--- config.mk ---
export PLATFORM = sky130hd
export DESIGN_NAME = serial_adder_ctrl
export DESIGN_NICKNAME = d
export VERILOG_FILES = /design/src/rtl/serial_adder_ctrl.sv
export SDC_FILE = /design/constraint.sdc
export NUM_CORES = 1
export LEC_CHECK = 0
export ABC_AREA = 1
export CORE_ASPECT_RATIO = 1.2
export CORE_MARGIN = 5
export CORE_UTILIZATION = 35
export CTS_CLUSTER_DIAMETER = 120
export DETAILED_ROUTE_END_ITERATION = 10
export SLEW_MARGIN = 15
export SYNTH_ARGS = -nofsm -noshare
export SYNTH_HDL_FRONTEND = slang
export SYNTH_SLANG_ARGS = --single-unit
--- constraint.sdc ---
create_clock -name clk -period 1.6 [get_ports clk]
set_input_delay 0.16 -clock clk [delete_from_list [all_inputs] [get_ports clk]]
set_output_delay 0.16 -clock clk [all_outputs]
set_load 0.005 [all_outputs]
--- src/rtl/serial_adder_ctrl.sv ---
// Bit-serial adder: one full-adder stage iterated LSB-first over WIDTH bits,
// with a carry flop between bits and a registered result plus done pulse.
module serial_adder_ctrl #(
    parameter int WIDTH = 8
) (
    input  logic             clk,
    input  logic             rst,
    input  logic             start,
    input  logic [WIDTH-1:0] a_in,
    input  logic [WIDTH-1:0] b_in,
    input  logic             c_in,
    output logic             busy,
    output logic             done,
    output logic [WIDTH-1:0] sum_out,
    output logic             c_out
);
    localparam int CNT_W = (WIDTH > 1) ? $clog2(WIDTH) : 1;

    typedef enum logic [1:0] {IDLE, SHIFT, DONE} state_t;

    state_t             state_q, state_d;
    logic [WIDTH-1:0]   a_sh_q, a_sh_d;
    logic [WIDTH-1:0]   b_sh_q, b_sh_d;
    logic [WIDTH-1:0]   sum_sh_q, sum_sh_d;
    logic               carry_q, carry_d;
    logic [CNT_W-1:0]   cnt_q, cnt_d;
    logic               busy_q, busy_d;
    logic               done_q, done_d;
    logic [WIDTH-1:0]   sum_q, sum_d;
    logic               cout_q, cout_d;
    logic               fa_s, fa_c;
    logic [WIDTH-1:0]   sum_next;

    // Single 1-bit full-adder stage; returns {carry, sum}.
    function automatic logic [1:0] full_add(input logic a, input logic b, input logic ci);
        full_add = {(a & b) | (a & ci) | (b & ci), a ^ b ^ ci};
    endfunction

    always_ff @(posedge clk or posedge rst) begin
        if (rst) begin
            state_q  <= IDLE;
            a_sh_q   <= '0;
            b_sh_q   <= '0;
            sum_sh_q <= '0;
            carry_q  <= 1'b0;
            cnt_q    <= '0;
            busy_q   <= 1'b0;
            done_q   <= 1'b0;
            sum_q    <= '0;
            cout_q   <= 1'b0;
        end else begin
            state_q  <= state_d;
            a_sh_q   <= a_sh_d;
            b_sh_q   <= b_sh_d;
            sum_sh_q <= sum_sh_d;
            carry_q  <= carry_d;
            cnt_q    <= cnt_d;
            busy_q   <= busy_d;
            done_q   <= done_d;
            sum_q    <= sum_d;
            cout_q   <= cout_d;
        end
    end

    always_comb begin
        state_d  = state_q;
        a_sh_d   = a_sh_q;
        b_sh_d   = b_sh_q;
        sum_sh_d = sum_sh_q;
        carry_d  = carry_q;
        cnt_d    = cnt_q;
        busy_d   = 1'b0;
        done_d   = 1'b0;
        sum_d    = sum_q;
        cout_d   = cout_q;
        {fa_c, fa_s} = full_add(a_sh_q[0], b_sh_q[0], carry_q);
        // New sum bit enters at the MSB so that after WIDTH shifts bit 0 is the LSB.
        sum_next = (sum_sh_q >> 1) | (WIDTH'(fa_s) << (WIDTH - 1));

        case (state_q)
            IDLE: begin
                if (start) begin
                    a_sh_d  = a_in;
                    b_sh_d  = b_in;
                    carry_d = c_in;
                    cnt_d   = '0;
                    busy_d  = 1'b1;
                    state_d = SHIFT;
                end
            end
            SHIFT: begin
                busy_d   = 1'b1;
                a_sh_d   = a_sh_q >> 1;
                b_sh_d   = b_sh_q >> 1;
                sum_sh_d = sum_next;
                carry_d  = fa_c;
                cnt_d    = cnt_q + CNT_W'(1);
                if (cnt_q == CNT_W'(WIDTH - 1)) begin
                    sum_d   = sum_next;
                    cout_d  = fa_c;
                    done_d  = 1'b1;
                    busy_d  = 1'b0;
                    state_d = DONE;
                end
            end
            DONE: begin
                state_d = IDLE;
            end
            default: begin
                state_d = IDLE;
            end
        endcase
    end

    assign busy    = busy_q;
    assign done    = done_q;
    assign sum_out = sum_q;
    assign c_out   = cout_q;
endmodule

Word level (Yosys, flattened, before mapping). Index checks and enable logic that the tools add are counted.

Add/subtract/negate cells: 1. Eq/ne operators: 4. Mux-type cells: 16. Bitwise gates (word level): 8. Reductions and logical operators: 5.

Operators by type and width (count): one-hot mux 8 bit (2 select lines) (2); 2-to-1 mux 8 bit (2); OR 7 x 8 -> 8 bit (1); one-hot mux 3 bit (2 select lines) (1); AND reduction 2 bit (3); 2-to-1 mux 1 bit (5); 2-to-1 mux 2 bit (2); inequality test 2 bit, second input constant (2); one-hot mux 1 bit (2 select lines) (2); one-hot mux 2 bit (2 select lines) (1); adder 3 x 1 -> 3 bit, second input constant (1); bitwise AND 1 bit (3); equality test 3 bit, second input constant (1); 2-to-1 mux 3 bit (1); equality test 2 x 1 -> 1 bit, second input constant (1); zero test 2 bit (1); OR 1 bit (2); nonzero test 2 bit (1); XOR 1 bit (2).

Register bits after elaboration: 41. Input port bits: 20. Output and inout bits: 11. Logic and storage cells: 44.

Longest topological paths before layout. Gate-level depths: netlist (run 1).

Depth in word-level cells: 4. Gate-level depth with buffers: 7.

Worst setup path after synthesis (run 1). OpenSTA, ideal clock, no wires.

Path type: register to register. From: reg cnt_q[0]. To: reg cout_q (netlist: c_out). Library setup time: 0.065 ns. Arrival: 1.167 ns. Required time: 1.535 ns. Path slack: 0.368 ns. Cell stages (with the launch flop): 7. Cell sequence: dfrtp_1 > ha_1 > ha_1 > nand2_4 > buf_6 > nand2_1 > nand2_1.

Word-level cells in the longest chain between the ends: 2.

RTL lines: start, declared (RTL line 26) `logic [CNT_W-1:0] cnt_q, cnt_d;`; start signal, assigned (RTL line 57) `cnt_q <= cnt_d;`; equality test 3 bit (RTL line 98) `if (cnt_q == CNT_W'(WIDTH - 1)) begin`; AND reduction 2 bit (no source line); end signal, assigned (RTL line 61) `cout_q <= cout_d;`; end, declared (RTL line 30) `logic cout_q, cout_d;`.

No other way between the ends. A chain may end at the register's enable or synchronous reset.

Final worst setup path (run 1). Same ends and word-level chain as after synthesis.

==> flow_summary.ini, run 1 <==
[cells_and_area]
mostFrequentLayoutCell = nand2_1
ff_latch_area_mm2 = 0.001001
syn_to_final_growth_pct = 21.38
fin_nets = 262
mostFrequentLayoutCells = 51 x nand2_1, 44 x nand3_1, 40 x dfrtp_1, 30 x inv_1, 30 x clkdlybuf4s50_1
fillCellCount = 539
multi_input_area_um2 = 690.7
antenna_cells = 0
drive_gt1_frac = 0.1000

[sta]
tightestPinTransition_ns = 0.3253
slew_viol_final = 0
fin_crit_sh = 0.8921
timing.slew.headroom = 0.7831
fin_setup_tns_ns = 0
rsz0062_at_grt = false
fmax_mhz = 700.6
setup_violations = 0
skew_ns = 0.006276
hold_violations = 0
period_minus_slack_ns = 1.427

[critical_path]
critPathLaunchType = flip-flop
cp_slowest_cell = dfrtp_1
worstSetupEndpoint = c_out$_DFFE_PP0P_
arrival_ns = 1.61
cp-startpoint = cnt_q[0]$_DFFE_PP0P_
path_cells = ha_1, ha_1, nand2_4, inv_1, nand2_1, nand2_1
crit_path_end_kind = flip-flop
reg2reg_depth = 6
max_stage_delay_ns = 0.42
path_delay_family = adder cells
cp_num_buf_inv = 1
crit_fanout = 18
reg2reg_slack_ns = 0.17
r2r-end = c_out$_DFFE_PP0P_
critPathKind = flip-flop to flip-flop
critPathRequiredTime_ns = 1.79
cp.depth = 6
reg2reg_from = cnt_q[0]$_DFFE_PP0P_

[clocking]
cts_setup_buffers = 0
cts_made_buffers = 5
htree_levels = 2
ctsResizeCount = 0
clock-root-buffer = clkbuf_8
hold_buffers = 0
tritoncts = built
clkTransAtPathRegs_ns = 0.08
clock_path_buffers = 2
clk_latency_ns = 0.29
cts.sinks = 40

[logic_synthesis]
synth_top_cell_by_area = dfrtp_1
yosysSeqAreaShare = 0.5246
yosysUniqueCellTypes = 21
synth.top_cell.area_share = 0.5246
postSynthAreaPerCell_um2 = 9.043
syn_area_mm2 = 0.001908
ys_ff_latch = 40
yosysWarnings = 0
syn_inst = 211
synth_nets = 234
synth.area.top_cells = dfrtp_1 52%, nand3_1 12%, nand2_1 10%, inv_1 5.9%, o21ai_2 3.2%

[floorplan]
io_pins = 31
chipHeight_um = 90.88
initial_core_util = 0.3602
die-area_mm2 = 0.007034
fp.dieW_um = 77.40
core_area_mm2 = 0.005298
row_count = 29

[route]
wl_per_cell_um = 12.01
drt.antenna.violating_nets = 0
drt-pass1-iter-count = 4
dr_total_vias = 1450
via_per_inst = 4.801
drc = 0
drt_iter0_drc = 86
routed_wl_mm = 3.626

[power_and_ir_drop]
power_density_mw_per_mm2 = 1766
seq_power_share = 0.421
peakVddDrop_mv = 0.5225
power.internal_w = 0.002548
power.net_switching_w = 0.001543
pwr-share-comb = 0.410
swShare = 0.3772
power.total_w = 0.004091
p_leak_nw = 1.154
clkPwrFrac = 0.169

[grt]
grt_pass1_wl_mm = 6.513
grt_pass1_vias = 1454
grtUsageTotal = 0.1135
grt_overflow = 0
antenna_found_initial = 0
grt_max_degree = 45

[worst_hold_path]
min_path_type = input pin to asynchronous set/reset pin

[placement]
port-buffer-count = 30
hpwl_mm = 2.482
place.gp.congestion = 0.6894

[run_status]
status = complete, no violations

[job]
drv_cap = 0
-- area by class of cell --
| cell class | instances | area share |
|---|---|---|
| well taps | 62 | 0.03350 |
| multi-input cells | 128 | 0.2982 |
| flip-flops and latches | 40 | 0.4322 |
| inverters | 32 | 0.05402 |
| clock buffers | 7 | 0.03728 |
| clock inverters | 1 | 0.003241 |
| repair buffers | 32 | 0.1415 |
-- synthesized netlist by cell type (all sizes together) --
master / instances
nand4: 3
nor2: 4
inv: 32
fa: 1
dfrtp: 40
a22oi: 2
nand3: 44
a21oi: 1
nand2: 55
ha: 2
o21ai: 16
buf: 11
-- power by group through the flow --
stage / Combinational [W] / Clock [W] / Sequential [W]
after global routing: 0.00193 / 0.000758 / 0.00178
after CTS: 0.00172 / 0.000722 / 0.00173
after detailed placement: 0.00171 / 0 / 0.00174
after global placement: 0.00166 / 0 / 0.00173
after floorplan: 0.00131 / 0 / 0.00169
final: 0.00168 / 0.000691 / 0.00172
-- per-layer routing --
layer / part of all wire / track usage / vias to the layer above / wire (um)
met5: 0 / 0 / - / 0
met4: 0.016 / 0.03868 / 0 / 58
met3: 0.047 / 0.03293 / 6 / 171
met2: 0.49 / 0.1931 / 30 / 1778
met1: 0.45 / 0.1351 / 687 / 1618
li1: - / - / 727 / -
-- through the flow --
| step | hold WS (ns) | cells | area, um2 | worst slack, ns | util |
|---|---|---|---|---|---|
| floorplan | 0.2866 | 211 | 1908 | 0.3679 | - |
| global placement | 0.4607 | 294 | 2222 | 0.1852 | 0.4195 |
| detailed placement | 0.4657 | 294 | 2222 | 0.1651 | 0.4195 |
| CTS | 0.2264 | 302 | 2316 | 0.1490 | 0.4372 |
| global route | 0.2557 | 302 | 2316 | 0.05552 | 0.4372 |
| finish | 0.2221 | 302 | 2316 | 0.1727 | 0.4372 |
-- flip-flops by register name, summed over array words and instances (netlist names) --
register,count
a_sh_q,8
b_sh_q,8
busy,1
c_out,1
carry_q,1
cnt_q,3
done,1
state_q,2
sum_out,8
sum_sh_q,7
-- cell families (layout without fill, tap and decap cells) --
family	after synthesis	in the layout	share of synthesized area
AO/OA/AOI/OAI	19	19	0.06819
AND/OR/NAND/NOR	106	106	0.2702
buffers and inverters	43	72	0.1134
flip-flops	40	40	0.5246
adder cells (fa/ha/maj)	3	3	0.02360
-- tightest hold or removal path, stage by stage --
cell	delay [ns]
clkdlybuf4s50_1	0.39
inv_1	0.09
buf_12	0.23
-- worst min-delay path by stage --
| stage | end | slack, ns | cells after the start |
|---|---|---|---|
| global route | sum_sh_q[5]$_DFFE_PP0P_ | 0.26 | 3 |
| floorplan | a_sh_q[7]$_DFFE_PP0P_ | 0.29 | 2 |
| global placement | sum_out[0]$_DFFE_PP0P_ | 0.46 | 2 |
| detailed placement | sum_out[0]$_DFFE_PP0P_ | 0.47 | 2 |
| finish | sum_out[3]$_DFFE_PP0P_ | 0.22 | 3 |
| CTS | cnt_q[0]$_DFFE_PP0P_ | 0.23 | 3 |
(Power assumes the default switching activity.)
==> inputs of run 2 (changes only) <==
REMOVE_ABC_BUFFERS = 1   (was not set)
==> flow_summary.ini, run 2 (synthesized netlist as in run 1, its figures left out) <==
[run_status]
status = complete, no violations

[floorplan]
core_area_mm2 = 0.005298
chipHeight_um = 90.88
initial_core_util = 0.3602
die-area_mm2 = 0.007034
row_count = 29
fp.dieW_um = 77.40
io_pins = 31

[power_and_ir_drop]
peakVddDrop_mv = 0.6474
power_density_mw_per_mm2 = 1829
p_leak_nw = 1.174
power.total_w = 0.004296

[route]
wl_per_cell_um = 12.02
drt_iter0_drc = 81
dr_total_vias = 1459
drt-pass1-iter-count = 4
routed_wl_mm = 3.629
via_per_inst = 4.831
drc = 0
drt.antenna.violating_nets = 0

[sta]
timing.slew.headroom = 0.7803
skew_ns = 0.006885
rsz0062_at_grt = false
tightestPinTransition_ns = 0.3295
fin_setup_tns_ns = 0
hold_violations = 0
worst_slack_ns = 0.1688
setup_violations = 0
fmax_mhz = 698.7
fin_crit_sh = 0.8945
period_minus_slack_ns = 1.431
slew_viol_final = 0

[clocking]
cts_made_buffers = 5
clkTransAtPathRegs_ns = 0.08
htree_levels = 2
clk_latency_ns = 0.29
hold_buffers = 0
clock-root-buffer = clkbuf_8
tritoncts = built
cts_setup_buffers = 0
clock_path_buffers = 2
cts.sinks = 40
ctsResizeCount = 0

[critical_path]
arrival_ns = 1.61
crit_fanout = 18
crit_path_end_kind = flip-flop
reg2reg_depth = 6
reg2reg_slack_ns = 0.17
reg2reg_from = cnt_q[0]$_DFFE_PP0P_
critPathLaunchType = flip-flop
critPathRequiredTime_ns = 1.78
critPathKind = flip-flop to flip-flop
r2r-end = c_out$_DFFE_PP0P_

[placement]
hpwl_mm = 2.404
port-buffer-count = 30
place.gp.congestion = 0.7218
placed_cell_area_mm2 = 0.002222
dp_slack_ns = 0.1607

[grt]
grt_overflow = 0
grt_max_degree = 45
grtUsageTotal = 0.1157
grt_pass1_wl_mm = 6.637
antenna_found_initial = 0
grt_pass1_vias = 1549

[cells_and_area]
final_cell_area_mm2 = 0.002349
mostFrequentLayoutCell = nand2_1
mostFrequentLayoutCells = 51 x nand2_1, 44 x nand3_1, 40 x dfrtp_1, 30 x inv_1, 30 x clkdlybuf4s50_1
post-route-util = 0.4433
drive_gt1_frac = 0.1042
fin_nets = 262
antenna_cells = 0
syn_to_final_growth_pct = 23.08

[job]
drv_cap = 0

[worst_hold_path]
min_path_type = input pin to asynchronous set/reset pin
run 2: cell count changes in the layout (fill, tap and decap cells not counted), sizes merged:
cell      before  now
bufinv         0    1
clkinvlp       1    0
run 2: power breakdown:
group / leakage, nW / total, W / internal [W] / switching [W]
clock network: 0.0645 / 0.000897 / 0.000550 / 0.000347
logic: 0.612 / 0.00168 / 0.000739 / 0.000940
registers: 0.498 / 0.00172 / 0.00146 / 0.000258
run 2: worst max-delay path by stage:
stage                           start                     end  cells after the start
2_1_floorplan  state_q[0]$_DFFE_PP0P_  sum_out[1]$_DFFE_PP0P_                      5
3_3_place_gp     cnt_q[0]$_DFFE_PP0P_       c_out$_DFFE_PP0P_                      6
3_5_place_dp                    start   b_sh_q[4]$_DFFE_PP0P_                      5
4_1_cts          cnt_q[0]$_DFFE_PP0P_       c_out$_DFFE_PP0P_                      6
5_1_grt          cnt_q[0]$_DFFE_PP0P_       c_out$_DFFE_PP0P_                      6
6_report         cnt_q[0]$_DFFE_PP0P_       c_out$_DFFE_PP0P_                      6
run 2: metrics by stage:
stage / cells / hold slack [ns]
detailed placement: 294 / 0.4530
CTS: 302 / 0.2309
finish: 302 / 0.2212
floorplan: 200 / 0.2866
global placement: 294 / 0.4549
global route: 302 / 0.2516
run 2: area by class of cell:
class	instances	area (um2)
Timing Repair Buffer	32	327.8
Clock buffer	7	96.34
Multi-Input combinational cell	128	690.7
Sequential cell	40	1001
Fill cell	522	2949
Inverter	32	125.1
Tap cell	62	77.57
Clock inverter	1	30.03
run 2: critical path, stage by stage, from the launching register on:
cell     delay [ns]
dfrtp_1        0.41
ha_1           0.21
ha_1           0.24
nand2_4        0.23
inv_1          0.12
nand2_1        0.07
nand2_1        0.04
run 2: per-layer routing:
metal	global-route usage	part of all wire	up-vias
met5	0	0	-
met3	0.02894	0.050	8
met2	0.1917	0.47	36
met1	0.1374	0.46	687
li1	-	-	728
met4	0.05731	0.021	0
